<file path="src/rtl/ctrl_pkg.sv">
// rtl/ctrl_pkg.sv - opcode constants, control encodings and the ID/EX control bundle
package ctrl_pkg;

  localparam int CTRL_REG_AW    = 5;
  localparam int CTRL_IMM_SRC_W = 3;
  localparam int CTRL_ALU_OP_W  = 2;
  localparam int CTRL_RES_W     = 2;

  localparam logic [6:0] OP_LOAD   = 7'b0000011;
  localparam logic [6:0] OP_STORE  = 7'b0100011;
  localparam logic [6:0] OP_RTYPE  = 7'b0110011;
  localparam logic [6:0] OP_IALU   = 7'b0010011;
  localparam logic [6:0] OP_BRANCH = 7'b1100011;
  localparam logic [6:0] OP_JAL    = 7'b1101111;
  localparam logic [6:0] OP_JALR   = 7'b1100111;
  localparam logic [6:0] OP_LUI    = 7'b0110111;
  localparam logic [6:0] OP_AUIPC  = 7'b0010111;

  typedef enum logic [CTRL_IMM_SRC_W-1:0] {
    IMM_I = 3'b000,
    IMM_S = 3'b001,
    IMM_B = 3'b010,
    IMM_J = 3'b011,
    IMM_U = 3'b100
  } imm_src_t;

  typedef enum logic [CTRL_ALU_OP_W-1:0] {
    ALU_ADD    = 2'b00,
    ALU_BRANCH = 2'b01,
    ALU_FUNCT  = 2'b10,
    ALU_PASS_B = 2'b11
  } alu_op_t;

  typedef enum logic [CTRL_RES_W-1:0] {
    RES_ALU = 2'b00,
    RES_MEM = 2'b01,
    RES_PC4 = 2'b10
  } res_src_t;

  typedef struct packed {
    logic     alu_src_a;
    logic     alu_src;
    alu_op_t  alu_op;
    res_src_t result_src;
    logic     mem_read;
    logic     mem_write;
    logic     reg_write;
    logic     branch;
    logic     jump;
    logic     jalr;
  } ctrl_bundle_t;

  localparam ctrl_bundle_t BUBBLE = '0;

endpackage

</file>
<file path="src/rtl/pipelined_control_unit_if.sv">
// rtl/pipelined_control_unit_if.sv - datapath <-> control unit bundle
// fwd_a_e/fwd_b_e exist only when CTRL_FWD_EN is defined.
interface pipelined_control_unit_if
  import ctrl_pkg::*;
#(
  parameter int REG_AW    = CTRL_REG_AW,
  parameter int IMM_SRC_W = CTRL_IMM_SRC_W,
  parameter int ALU_OP_W  = CTRL_ALU_OP_W
);
  logic [6:0]           op_d;
  logic [REG_AW-1:0]    rs1_d, rs2_d, rd_d;
  logic                 branch_taken_e;
  logic [IMM_SRC_W-1:0] ImmSrc_d;
  logic                 illegal_d;
  logic                 stall_f, stall_d, flush_d, flush_e;
  logic                 ALUSrcA_e, ALUSrc_e, Branch_e, Jump_e, Jalr_e;
  logic [ALU_OP_W-1:0]  ALUOp_e;
  logic [REG_AW-1:0]    rs1_e, rs2_e, rd_e;
  logic                 MemWrite_m, MemRead_m, RegWrite_m;
  logic [1:0]           ResultSrc_m;
  logic [REG_AW-1:0]    rd_m;
  logic                 RegWrite_w;
  logic [1:0]           ResultSrc_w;
  logic [REG_AW-1:0]    rd_w;
`ifdef CTRL_FWD_EN
  logic [1:0]           fwd_a_e, fwd_b_e;
`endif

  modport master (
    output op_d, rs1_d, rs2_d, rd_d, branch_taken_e,
`ifdef CTRL_FWD_EN
    input  fwd_a_e, fwd_b_e,
`endif
    input  ImmSrc_d, illegal_d, stall_f, stall_d, flush_d, flush_e,
    input  ALUSrcA_e, ALUSrc_e, Branch_e, Jump_e, Jalr_e, ALUOp_e, rs1_e, rs2_e, rd_e,
    input  MemWrite_m, MemRead_m, RegWrite_m, ResultSrc_m, rd_m,
    input  RegWrite_w, ResultSrc_w, rd_w
  );

  modport slave (
    input  op_d, rs1_d, rs2_d, rd_d, branch_taken_e,
`ifdef CTRL_FWD_EN
    output fwd_a_e, fwd_b_e,
`endif
    output ImmSrc_d, illegal_d, stall_f, stall_d, flush_d, flush_e,
    output ALUSrcA_e, ALUSrc_e, Branch_e, Jump_e, Jalr_e, ALUOp_e, rs1_e, rs2_e, rd_e,
    output MemWrite_m, MemRead_m, RegWrite_m, ResultSrc_m, rd_m,
    output RegWrite_w, ResultSrc_w, rd_w
  );
endinterface

</file>
<file path="src/rtl/hazard_unit.sv">
// rtl/hazard_unit.sv - load-use/RAW stall, redirect flush and (CTRL_FWD_EN) forward selects
module hazard_unit #(
  parameter int REG_AW = 5
) (
  input  logic              i_use_rs1,
  input  logic              i_use_rs2,
  input  logic [REG_AW-1:0] i_rs1_d,
  input  logic [REG_AW-1:0] i_rs2_d,
  input  logic [REG_AW-1:0] i_rd_e,
  input  logic              i_reg_write_m,
  input  logic [REG_AW-1:0] i_rd_m,
  input  logic              i_branch_taken_e,
`ifdef CTRL_FWD_EN
  input  logic              i_mem_read_e,
  input  logic [REG_AW-1:0] i_rs1_e,
  input  logic [REG_AW-1:0] i_rs2_e,
  input  logic              i_reg_write_w,
  input  logic [REG_AW-1:0] i_rd_w,
  output logic [1:0]        o_fwd_a_e,
  output logic [1:0]        o_fwd_b_e,
`else
  input  logic              i_reg_write_e,
`endif
  output logic              o_stall_f,
  output logic              o_stall_d,
  output logic              o_flush_d,
  output logic              o_flush_e
);
  logic w_hit_e;
  logic w_lw_stall;

  assign w_hit_e = (i_rd_e != '0) &&
                   ((i_use_rs1 && (i_rs1_d == i_rd_e)) || (i_use_rs2 && (i_rs2_d == i_rd_e)));

`ifdef CTRL_FWD_EN
  function automatic logic [1:0] fwd_sel(input logic [REG_AW-1:0] rs,
                                         input logic wm, input logic [REG_AW-1:0] rdm,
                                         input logic ww, input logic [REG_AW-1:0] rdw);
    if (wm && (rdm != '0) && (rdm == rs))      return 2'b10;
    else if (ww && (rdw != '0) && (rdw == rs)) return 2'b01;
    else                                       return 2'b00;
  endfunction

  assign w_lw_stall = i_mem_read_e & w_hit_e;
  assign o_fwd_a_e  = fwd_sel(i_rs1_e, i_reg_write_m, i_rd_m, i_reg_write_w, i_rd_w);
  assign o_fwd_b_e  = fwd_sel(i_rs2_e, i_reg_write_m, i_rd_m, i_reg_write_w, i_rd_w);
`else
  // Without a bypass network every in-flight writer ahead of WB must drain first.
  logic w_hit_m;
  assign w_hit_m = (i_rd_m != '0) &&
                   ((i_use_rs1 && (i_rs1_d == i_rd_m)) || (i_use_rs2 && (i_rs2_d == i_rd_m)));
  assign w_lw_stall = (i_reg_write_e & w_hit_e) | (i_reg_write_m & w_hit_m);
`endif

  assign o_stall_f = w_lw_stall & ~i_branch_taken_e;
  assign o_stall_d = w_lw_stall & ~i_branch_taken_e;
  assign o_flush_d = i_branch_taken_e;
  assign o_flush_e = w_lw_stall | i_branch_taken_e;
endmodule

</file>
<file path="src/rtl/pipelined_control_unit.sv">
// rtl/pipelined_control_unit.sv - ID decode plus ID/EX, EX/MEM, MEM/WB control registers
// Forwarding selects are built when CTRL_FWD_EN is defined.
module pipelined_control_unit
  import ctrl_pkg::*;
#(
  parameter int REG_AW    = CTRL_REG_AW,
  parameter int IMM_SRC_W = CTRL_IMM_SRC_W,
  parameter int ALU_OP_W  = CTRL_ALU_OP_W
) (
  input logic                     clk,
  input logic                     rst,
  pipelined_control_unit_if.slave bus
);
  ctrl_bundle_t         w_ctrl_d;
  logic [IMM_SRC_W-1:0] w_imm_src;
  logic                 w_illegal, w_use_rs1, w_use_rs2, w_flush_e;

  ctrl_bundle_t         r_ctrl_e;
  logic [REG_AW-1:0]    r_rs1_e, r_rs2_e, r_rd_e;
  logic                 r_mem_write_m, r_mem_read_m, r_reg_write_m;
  logic [1:0]           r_result_src_m;
  logic [REG_AW-1:0]    r_rd_m;
  logic                 r_reg_write_w;
  logic [1:0]           r_result_src_w;
  logic [REG_AW-1:0]    r_rd_w;

  always_comb begin
    w_ctrl_d  = BUBBLE;
    w_imm_src = IMM_SRC_W'(IMM_I);
    w_illegal = 1'b0;
    w_use_rs1 = 1'b1;
    w_use_rs2 = 1'b0;
    case (bus.op_d)
      OP_LOAD: begin
        w_ctrl_d.alu_src = 1'b1; w_ctrl_d.result_src = RES_MEM;
        w_ctrl_d.mem_read = 1'b1; w_ctrl_d.reg_write = 1'b1;
      end
      OP_STORE: begin
        w_imm_src = IMM_SRC_W'(IMM_S); w_ctrl_d.alu_src = 1'b1;
        w_ctrl_d.mem_write = 1'b1; w_use_rs2 = 1'b1;
      end
      OP_RTYPE: begin
        w_ctrl_d.alu_op = ALU_FUNCT; w_ctrl_d.reg_write = 1'b1; w_use_rs2 = 1'b1;
      end
      OP_IALU: begin
        w_ctrl_d.alu_src = 1'b1; w_ctrl_d.alu_op = ALU_FUNCT; w_ctrl_d.reg_write = 1'b1;
      end
      OP_BRANCH: begin
        w_imm_src = IMM_SRC_W'(IMM_B); w_ctrl_d.alu_op = ALU_BRANCH;
        w_ctrl_d.branch = 1'b1; w_use_rs2 = 1'b1;
      end
      OP_JAL: begin
        w_imm_src = IMM_SRC_W'(IMM_J); w_ctrl_d.result_src = RES_PC4;
        w_ctrl_d.reg_write = 1'b1; w_ctrl_d.jump = 1'b1; w_use_rs1 = 1'b0;
      end
      OP_JALR: begin
        w_ctrl_d.alu_src = 1'b1; w_ctrl_d.result_src = RES_PC4;
        w_ctrl_d.reg_write = 1'b1; w_ctrl_d.jalr = 1'b1;
      end
      OP_LUI: begin
        w_imm_src = IMM_SRC_W'(IMM_U); w_ctrl_d.alu_src = 1'b1;
        w_ctrl_d.alu_op = ALU_PASS_B; w_ctrl_d.reg_write = 1'b1; w_use_rs1 = 1'b0;
      end
      OP_AUIPC: begin
        w_imm_src = IMM_SRC_W'(IMM_U); w_ctrl_d.alu_src_a = 1'b1; w_ctrl_d.alu_src = 1'b1;
        w_ctrl_d.reg_write = 1'b1; w_use_rs1 = 1'b0;
      end
      default: w_illegal = 1'b1;
    endcase
  end

  hazard_unit #(.REG_AW(REG_AW)) u_hazard (
    .i_use_rs1        (w_use_rs1),
    .i_use_rs2        (w_use_rs2),
    .i_rs1_d          (bus.rs1_d),
    .i_rs2_d          (bus.rs2_d),
    .i_rd_e           (r_rd_e),
    .i_reg_write_m    (r_reg_write_m),
    .i_rd_m           (r_rd_m),
    .i_branch_taken_e (bus.branch_taken_e),
`ifdef CTRL_FWD_EN
    .i_mem_read_e     (r_ctrl_e.mem_read),
    .i_rs1_e          (r_rs1_e),
    .i_rs2_e          (r_rs2_e),
    .i_reg_write_w    (r_reg_write_w),
    .i_rd_w           (r_rd_w),
    .o_fwd_a_e        (bus.fwd_a_e),
    .o_fwd_b_e        (bus.fwd_b_e),
`else
    .i_reg_write_e    (r_ctrl_e.reg_write),
`endif
    .o_stall_f        (bus.stall_f),
    .o_stall_d        (bus.stall_d),
    .o_flush_d        (bus.flush_d),
    .o_flush_e        (w_flush_e)
  );

  // EX/MEM and MEM/WB never stall; only ID/EX can be turned into a bubble.
  always_ff @(posedge clk or posedge rst) begin
    if (rst) begin
      r_ctrl_e       <= BUBBLE;
      r_rs1_e        <= '0;
      r_rs2_e        <= '0;
      r_rd_e         <= '0;
      r_mem_write_m  <= 1'b0;
      r_mem_read_m   <= 1'b0;
      r_reg_write_m  <= 1'b0;
      r_result_src_m <= '0;
      r_rd_m         <= '0;
      r_reg_write_w  <= 1'b0;
      r_result_src_w <= '0;
      r_rd_w         <= '0;
    end else begin
      if (w_flush_e) begin
        r_ctrl_e <= BUBBLE;
        r_rs1_e  <= '0;
        r_rs2_e  <= '0;
        r_rd_e   <= '0;
      end else begin
        r_ctrl_e <= w_ctrl_d;
        r_rs1_e  <= bus.rs1_d;
        r_rs2_e  <= bus.rs2_d;
        r_rd_e   <= bus.rd_d;
      end
      r_mem_write_m  <= r_ctrl_e.mem_write;
      r_mem_read_m   <= r_ctrl_e.mem_read;
      r_reg_write_m  <= r_ctrl_e.reg_write;
      r_result_src_m <= r_ctrl_e.result_src;
      r_rd_m         <= r_rd_e;
      r_reg_write_w  <= r_reg_write_m;
      r_result_src_w <= r_result_src_m;
      r_rd_w         <= r_rd_m;
    end
  end

  assign bus.ImmSrc_d    = w_imm_src;
  assign bus.illegal_d   = w_illegal;
  assign bus.flush_e     = w_flush_e;
  assign bus.ALUSrcA_e   = r_ctrl_e.alu_src_a;
  assign bus.ALUSrc_e    = r_ctrl_e.alu_src;
  assign bus.ALUOp_e     = ALU_OP_W'(r_ctrl_e.alu_op);
  assign bus.Branch_e    = r_ctrl_e.branch;
  assign bus.Jump_e      = r_ctrl_e.jump;
  assign bus.Jalr_e      = r_ctrl_e.jalr;
  assign bus.rs1_e       = r_rs1_e;
  assign bus.rs2_e       = r_rs2_e;
  assign bus.rd_e        = r_rd_e;
  assign bus.MemWrite_m  = r_mem_write_m;
  assign bus.MemRead_m   = r_mem_read_m;
  assign bus.RegWrite_m  = r_reg_write_m;
  assign bus.ResultSrc_m = r_result_src_m;
  assign bus.rd_m        = r_rd_m;
  assign bus.RegWrite_w  = r_reg_write_w;
  assign bus.ResultSrc_w = r_result_src_w;
  assign bus.rd_w        = r_rd_w;
endmodule

</file>
<file path="src/flat_wrapper.sv">
// flat-port wrapper written by rule: the top's interface ports become plain ports
module pipelined_control_unit_flat import ctrl_pkg::*;
#(
  parameter int REG_AW    = CTRL_REG_AW,
  parameter int IMM_SRC_W = CTRL_IMM_SRC_W,
  parameter int ALU_OP_W  = CTRL_ALU_OP_W
)
  (clk, rst, bus_op_d, bus_rs1_d, bus_rs2_d, bus_rd_d, bus_branch_taken_e, bus_ImmSrc_d, bus_illegal_d, bus_stall_f, bus_stall_d, bus_flush_d, bus_flush_e, bus_ALUSrcA_e, bus_ALUSrc_e, bus_Branch_e, bus_Jump_e, bus_Jalr_e, bus_ALUOp_e, bus_rs1_e, bus_rs2_e, bus_rd_e, bus_MemWrite_m, bus_MemRead_m, bus_RegWrite_m, bus_ResultSrc_m, bus_rd_m, bus_RegWrite_w, bus_ResultSrc_w, bus_rd_w);
  pipelined_control_unit_if #(.REG_AW(REG_AW), .IMM_SRC_W(IMM_SRC_W), .ALU_OP_W(ALU_OP_W)) bus_i ();
  input logic clk;
  input logic rst;
  input wire logic [$bits(bus_i.op_d)-1:0] bus_op_d;
  input wire logic [$bits(bus_i.rs1_d)-1:0] bus_rs1_d;
  input wire logic [$bits(bus_i.rs2_d)-1:0] bus_rs2_d;
  input wire logic [$bits(bus_i.rd_d)-1:0] bus_rd_d;
  input wire logic [$bits(bus_i.branch_taken_e)-1:0] bus_branch_taken_e;
  output wire logic [$bits(bus_i.ImmSrc_d)-1:0] bus_ImmSrc_d;
  output wire logic [$bits(bus_i.illegal_d)-1:0] bus_illegal_d;
  output wire logic [$bits(bus_i.stall_f)-1:0] bus_stall_f;
  output wire logic [$bits(bus_i.stall_d)-1:0] bus_stall_d;
  output wire logic [$bits(bus_i.flush_d)-1:0] bus_flush_d;
  output wire logic [$bits(bus_i.flush_e)-1:0] bus_flush_e;
  output wire logic [$bits(bus_i.ALUSrcA_e)-1:0] bus_ALUSrcA_e;
  output wire logic [$bits(bus_i.ALUSrc_e)-1:0] bus_ALUSrc_e;
  output wire logic [$bits(bus_i.Branch_e)-1:0] bus_Branch_e;
  output wire logic [$bits(bus_i.Jump_e)-1:0] bus_Jump_e;
  output wire logic [$bits(bus_i.Jalr_e)-1:0] bus_Jalr_e;
  output wire logic [$bits(bus_i.ALUOp_e)-1:0] bus_ALUOp_e;
  output wire logic [$bits(bus_i.rs1_e)-1:0] bus_rs1_e;
  output wire logic [$bits(bus_i.rs2_e)-1:0] bus_rs2_e;
  output wire logic [$bits(bus_i.rd_e)-1:0] bus_rd_e;
  output wire logic [$bits(bus_i.MemWrite_m)-1:0] bus_MemWrite_m;
  output wire logic [$bits(bus_i.MemRead_m)-1:0] bus_MemRead_m;
  output wire logic [$bits(bus_i.RegWrite_m)-1:0] bus_RegWrite_m;
  output wire logic [$bits(bus_i.ResultSrc_m)-1:0] bus_ResultSrc_m;
  output wire logic [$bits(bus_i.rd_m)-1:0] bus_rd_m;
  output wire logic [$bits(bus_i.RegWrite_w)-1:0] bus_RegWrite_w;
  output wire logic [$bits(bus_i.ResultSrc_w)-1:0] bus_ResultSrc_w;
  output wire logic [$bits(bus_i.rd_w)-1:0] bus_rd_w;
  assign bus_i.op_d = bus_op_d;
  assign bus_i.rs1_d = bus_rs1_d;
  assign bus_i.rs2_d = bus_rs2_d;
  assign bus_i.rd_d = bus_rd_d;
  assign bus_i.branch_taken_e = bus_branch_taken_e;
  assign bus_ImmSrc_d = bus_i.ImmSrc_d;
  assign bus_illegal_d = bus_i.illegal_d;
  assign bus_stall_f = bus_i.stall_f;
  assign bus_stall_d = bus_i.stall_d;
  assign bus_flush_d = bus_i.flush_d;
  assign bus_flush_e = bus_i.flush_e;
  assign bus_ALUSrcA_e = bus_i.ALUSrcA_e;
  assign bus_ALUSrc_e = bus_i.ALUSrc_e;
  assign bus_Branch_e = bus_i.Branch_e;
  assign bus_Jump_e = bus_i.Jump_e;
  assign bus_Jalr_e = bus_i.Jalr_e;
  assign bus_ALUOp_e = bus_i.ALUOp_e;
  assign bus_rs1_e = bus_i.rs1_e;
  assign bus_rs2_e = bus_i.rs2_e;
  assign bus_rd_e = bus_i.rd_e;
  assign bus_MemWrite_m = bus_i.MemWrite_m;
  assign bus_MemRead_m = bus_i.MemRead_m;
  assign bus_RegWrite_m = bus_i.RegWrite_m;
  assign bus_ResultSrc_m = bus_i.ResultSrc_m;
  assign bus_rd_m = bus_i.rd_m;
  assign bus_RegWrite_w = bus_i.RegWrite_w;
  assign bus_ResultSrc_w = bus_i.ResultSrc_w;
  assign bus_rd_w = bus_i.rd_w;
  pipelined_control_unit #(.REG_AW(REG_AW), .IMM_SRC_W(IMM_SRC_W), .ALU_OP_W(ALU_OP_W)) u_core (.clk(clk), .rst(rst), .bus(bus_i));
endmodule
</file>
<file path="config.mk">
export PLATFORM = sky130hd
export DESIGN_NAME = pipelined_control_unit_flat
export DESIGN_NICKNAME = d
export VERILOG_FILES = /design/src/rtl/ctrl_pkg.sv /design/src/rtl/pipelined_control_unit_if.sv /design/src/rtl/hazard_unit.sv /design/src/rtl/pipelined_control_unit.sv /design/src/flat_wrapper.sv
export SDC_FILE = /design/constraint.sdc
export NUM_CORES = 1
export LEC_CHECK = 0
export CELL_PAD_IN_SITES_DETAIL_PLACEMENT = 0
export CELL_PAD_IN_SITES_GLOBAL_PLACEMENT = 1
export CORE_MARGIN = 2
export CORE_UTILIZATION = 34
export CTS_CLUSTER_SIZE = 25
export DETAILED_ROUTE_END_ITERATION = 10
export PLACE_DENSITY = 0.85
export SYNTH_ARGS = -nofsm -noshare
export SYNTH_HDL_FRONTEND = slang
export SYNTH_HIERARCHICAL = 1
export SYNTH_SLANG_ARGS = --single-unit
</file>
<file path="constraint.sdc">
create_clock -name clk -period 4.06 [get_ports clk]
set_input_delay 0.812 -clock clk [delete_from_list [all_inputs] [get_ports clk]]
set_output_delay 0.812 -clock clk [all_outputs]
set_load 0.01 [all_outputs]
</file>
# [Yosys cells after proc, flatten, opt, wreduce, memory -nomap -nowiden]
# Index checks and enable logic that the tools add are counted.
[word_totals] ff_bits=45 input_bits=25 out_inout_bits=48 elab_cells=76
[op_classes] n_eq_ne=13 muxes=18 bitwise=6 n_reduce_logical=18
[op_table] cell="equality test 7 x 6 -> 1 bit, second input constant" count=3
[op_table] cell="equality test 7 bit, second input constant" count=3
[op_table] cell="equality test 5 bit" count=4
[op_table] cell="2-to-1 mux 5 bit" count=3
[op_table] cell="equality test 7 x 5 -> 1 bit, second input constant" count=2
[op_table] cell="2-to-1 mux 12 bit" count=1
[op_table] cell="case mux 3 bit (4 select lines)" count=1
[op_table] cell="2-to-1 mux 1 bit" count=11
[op_table] cell="nonzero test 5 bit" count=2
[op_table] cell="OR reduction 9 bit" count=1
[op_table] cell="equality test 7 x 2 -> 1 bit, second input constant" count=1
[op_table] cell="OR reduction 7 bit" count=1
[op_table] cell="logical AND 1 bit" count=6
[op_table] cell="case mux 2 bit (3 select lines)" count=1
[op_table] cell="OR reduction 2 bit" count=3
[op_table] cell="OR reduction 3 bit" count=2
[op_table] cell="OR reduction 6 bit" count=1
[op_table] cell="case mux 2 bit (2 select lines)" count=1
[op_table] cell="AND 1 bit" count=3
[op_table] cell="logical OR 1 bit" count=2
[op_table] cell="bitwise OR 1 bit" count=2
[op_table] cell="inverter 1 bit" count=1

# [Depth between registers and ports, before layout]
[logic_depth] ltp_word=10 mapped_depth=12 ltp_nobuf=10

# [Hierarchy]
# Netlist, hierarchy kept.
[by_module_without_submodules] module="pipelined_control_unit" n_inst=1 cells_each=112 area_each_um2=1488.9 seq_area_each_um2=1076.0
[by_module_without_submodules] module="hazard_unit" n_inst=1 cells_each=40 area_each_um2=289.0 seq_area_each_um2=0.0

# [Worst setup path after synthesis]
# No wires, ideal clock.
[synth_timing] path_kind="input to output" start="in bus_op_d[5]" end="out bus_stall_f" arrival_ns=2.034 required_ns=3.248 path_slack_ns=1.214 cell_stages=8 n_path_buf=2 path_cell_list="clkbuf_1 > inv_1 > a211oi_1 > nand2_1 > o22ai_1 > a32oi_1 > nor2_1 > buf_4"
[synth_between] elab_chain_len=9 word_cells_on_any_way=22 classes_between="6 x eq/ne; 2 x mux; 4 x bitwise; 10 x reduce/logical"
[synth_rtl] element="start: declaration" line_no="flat_wrapper.sv:12" text="input wire logic [$bits(bus_i.op_d)-1:0] bus_op_d;"
[synth_rtl] element="equality test 7 x 6 -> 1 bit or equality test 7 bit (tied branches)" line_no="pipelined_control_unit.sv:33" text="case (bus.op_d)"
[synth_rtl] element="OR reduction 3 bit (no line) *"
[synth_rtl] element="2-to-1 mux 1 bit *" line_no="pipelined_control_unit.sv:33"
[synth_rtl] element="via u_core.w_use_rs2" line_no="pipelined_control_unit.sv:16" text="logic w_illegal, w_use_rs1, w_use_rs2, w_flush_e;"
[synth_rtl] element="logical AND 1 bit (on tied branches)" line_no="hazard_unit.sv:33, hazard_unit.sv:51"
[synth_rtl] element="logical OR 1 bit (on tied branches)" line_no="hazard_unit.sv:33, hazard_unit.sv:51"
[synth_rtl] element="logical AND 1 bit (on tied branches)" line_no="hazard_unit.sv:32, hazard_unit.sv:50"
[synth_rtl] element="AND 1 bit" line_no="hazard_unit.sv:52" text="assign w_lw_stall = (i_reg_write_e & w_hit_e) | (i_reg_write_m & w_hit_m);"
[synth_rtl] element="bitwise OR 1 bit *" line_no="hazard_unit.sv:52"
[synth_rtl] element="AND 1 bit *"
[synth_rtl] element="end: declaration" line_no="flat_wrapper.sv:19" text="output wire logic [$bits(bus_i.stall_f)-1:0] bus_stall_f;"
# The timed path passes the listed nets; every way through them passes the cells marked *.

# [Final worst setup path]
[layout_timing] start="in bus_op_d[6]" end="out bus_flush_e"
[layout_between] elab_chain_len=9 word_cells_on_any_way=22 classes_between="6 x eq/ne; 2 x mux; 4 x bitwise; 10 x reduce/logical"
[layout_rtl] element="equality test 7 x 6 -> 1 bit (tied with other cells)" line_no="pipelined_control_unit.sv:33"
[layout_rtl] element="OR reduction 3 bit (no line) *"
[layout_rtl] element="2-to-1 mux 1 bit *" line_no="pipelined_control_unit.sv:33"
[layout_rtl] element="via u_core.w_use_rs1" line_no="pipelined_control_unit.sv:16"
[layout_rtl] element="logical AND 1 bit (on tied branches)" line_no="hazard_unit.sv:33, hazard_unit.sv:51"
[layout_rtl] element="logical OR 1 bit (on tied branches)" line_no="hazard_unit.sv:33, hazard_unit.sv:51"
[layout_rtl] element="logical AND 1 bit (on tied branches)" line_no="hazard_unit.sv:32, hazard_unit.sv:50"
[layout_rtl] element="AND 1 bit" line_no="hazard_unit.sv:52"
[layout_rtl] element="bitwise OR 1 bit *" line_no="hazard_unit.sv:52"
[layout_rtl] element="bitwise OR 1 bit *" line_no="hazard_unit.sv:58" text="assign o_flush_e = w_lw_stall | i_branch_taken_e;"
[layout_rtl] element="end: declaration" line_no="flat_wrapper.sv:22" text="output wire logic [$bits(bus_i.flush_e)-1:0] bus_flush_e;"
# Marks and branches as above.

==> impl_metrics.ini <==
[floorplanning]
start_util_pct = 35.0
core-area_sq_um = 5070
pin_count = 73
fp.dieArea_sq_um = 5820
die_w_um = 76.3
die_y_um = 76.3
fp-row-count = 26

[route]
wl_per_cell_um = 13.6
drc = 0
first_iter_violations = 72
vias = 1313
avgViaCountPerCell = 4.48
ant_nets = 0
finalWirelength_um = 3990
dr.pass1.iters = 4

[clock_tree]
cts_tree = built
clk_path_buf_depth = 2
post_cts_resized = 0
cts_made_buffers = 5
ctsHoldBuffers = 0
cts_setup_buffers = 0
cts-root-buf = clkbuf_8
worstSkewPairLatency_ns = 0.29
htreeDepth = 2
clk_pin_slew_ns = 0.07
clock_sinks = 43

[logic_synthesis]
synth_ff_type = dfrtp_1
yosys.cell_types.count = 34
synth-edff-count = 0
avgSynthCellArea_sq_um = 11.7
seq_area_frac_synth_pct = 60.5
synth_cells = 152
ys_top_cells_by_area = dfrtp_1 61%, xnor2_1 9.9%, nor2b_1 5.6%
synth_warnings = 6
ys_ff_latch = 43
async_flop_share_pct = 100
syn_area_sq_um = 1780
synth_top_cell_by_area = dfrtp_1
syn_nets = 177
synth_top_area_share_pct = 60.5

[pwr]
leakagePower_uw = 0.00109
p_total_uw = 875
ir_drop_mv = 0.156
power.density_nw_per_um2 = 331

[final_layout]
n_antenna_cell = 0
final_layout_size_suffix_gt1_share_pct = 6.73
syn_to_final_growth_pct = 48.8
fill_cells = 469
num-nets-final = 247

[timing]
period_share_pct = 95.1
rsz0062_at_grt = no
hold_viol_final = 0
max_freq_mhz = 259
period_needed_ns = 3.86
fin_skew_ns = 0.00941
maxSlewHeadroom_pct = 42.7
setup_viol = 0
setup_tns_ns = 0
slew_viol_final = 0
worst_pin_slew_ns = 0.858

[critical_path]
required_ns = 3.25
crit_chain = clkdlybuf4s50_1, nor2_1, nand2_1, a21bo_2, nand2_1, o22ai_1, a32oi_1, nand2b_1, clkdlybuf4s50_1
endpoint_kind = output port
worstSetupStartpointType = input pin
cp.arrival_ns = 3.05
critPathTopFamily = buffers and inverters
cpPeakStageDelay_ns = 0.59
path_buf_inv = 2
crit_fanout = 11
worstSetupPathType = input pin to output port
cp_slowest_cell = clkdlybuf4s50_1

[run]
drv_cap = 0

[global_route]
gr-total-overflow = 0
grt_start_max_net_pins = 44
grt_usage_pct = 14.7
grt_pass1_wl_um = 6780
antenna_found_initial = 0
grt_pass1_vias = 1304

[place]
numPortBuffers = 72
globalplace.congestion = 0.816
place_hpwl_um = 2990

[outcome]
outcome = completed

[hold_path]
hold_class = flop to flop
synthesized netlist by cell type, types with 2 or more instances:
library cell and n:
nand2b_1 2, a21oi_1 2, dfrtp_1 43, nand2_1 9, inv_1 3, buf_4 5
clkbuf_1 5, nor2b_1 16, o22ai_1 2, buf_2 2, nor2_1 8, nand4b_1 2
xnor2_1 20, nor3_1 7, a211oi_1 3, nand4_1 4, nand3b_1 2
placed cells by master, fill, tap and decap left out, types with 2 or more instances in the layout:
cell	n
a211oi_1	3
a21oi_1	2
buf_4	3
clkbuf_8	7
clkdlybuf4s50_1	72
dfrtp_1	43
inv_1	2
nand2_1	9
nand2b_1	2
nand3b_1	2
nand4_1	4
nand4b_1	2
nor2_1	8
nor2b_1	16
nor3_1	7
o22ai_1	2
xnor2_1	20
registers in the layout (all words and copies together) (netlist names):
register / flops
u_core/bus.ALUOp_e: 2
u_core/bus.Branch_e: 1
u_core/bus.ResultSrc_m: 1
u_core/r_ctrl_e: 4
u_core/bus.RegWrite_w: 1
u_core/bus.rs1_e: 5
u_core/bus.rd_w: 5
u_core/bus.ALUSrcA_e: 1
u_core/bus.ResultSrc_w: 2
u_core/bus.RegWrite_m: 1
u_core/bus.MemWrite_m: 1
u_core/bus.Jump_e: 1
u_core/bus.Jalr_e: 1
u_core/bus.rd_m: 5
u_core/bus.rd_e: 5
u_core/bus.MemRead_m: 1
u_core/bus.ALUSrc_e: 1
u_core/bus.rs2_e: 5
kinds of logic after synthesis:
group	share of synthesized area, %
AOI/OAI and AO/OA	6.40
DFF	60.5
and+or+nand+nor	18.9
buffers and inverters	4.36
xor gates and xnor gates	9.85
final timing paths:
path	slack, ns	depth (start not counted)	endpoint	from
worst max register to register	1.52	7	u_core/bus.ALUOp_e[1]	u_core/bus.rd_m[1]
worst min-delay path	0.35	0	u_core/bus.MemRead_m	u_core/r_ctrl_e[5]
worst min register to register	0.35	0	u_core/bus.MemRead_m	u_core/r_ctrl_e[5]
max in group asynchronous	2.50	2	u_core/bus.rd_m[3]	rst
min in group asynchronous	1.02	2	u_core/bus.ResultSrc_w[0]	rst
worst max-delay path	0.20	9	bus_flush_e	bus_op_d[6]
per-layer routing:
| metal | global-route usage, % | vias up | routed length (um) |
|---|---|---|---|
| met4 | 6.55 | 0 | 64 |
| met1 | 20.9 | 617 | 1870 |
| met5 | 0 | - | 0 |
| li1 | - | 642 | - |
| met3 | 2.49 | 5 | 191 |
| met2 | 22.2 | 49 | 1870 |
worst register-to-register path: cells and delay by family, from the launching register on:
kind / cells / cell delay [ns]
and+or+nand+nor: 3 / 0.97
AOI/OAI and AO/OA: 3 / 0.76
buffers and inverters: 1 / 0.23
DFF: 1 / 0.46
cell type report:
class                      count  area, sq um  share of cell area (%)
clock buffer                   7         96.3                    3.64
clock inverter                 1         7.51                   0.284
inverter                       3         11.3                   0.426
multi-input combinational     94          624                    23.6
sequential                    43         1080                    40.7
tap                           70         87.6                    3.31
timing repair buffer          75          743                    28.1
where the power goes:
part / switching (uW) / internal (uW) / total [uW]
Clock: 138 / 155 / 293
Combinational: 56.7 / 72.5 / 129
Sequential: 11.3 / 442 / 453
Total: 206 / 669 / 875
metrics by stage:
step                      worst slack, ns  instance area [sq um]  std cells  hold slack, ns  util (%)
after floorplan                      1.21                   1780        152           0.331         -
after global placement              0.338                   2540        285           0.331      50.1
after detailed placement            0.233                   2540        285           0.336      50.1
after CTS                           0.218                   2650        293           0.354      52.1
after global routing               0.0603                   2650        293           0.356      52.1
final                               0.199                   2650        293           0.352      52.1
No activity file was read; power rests on OpenSTA's default activity.
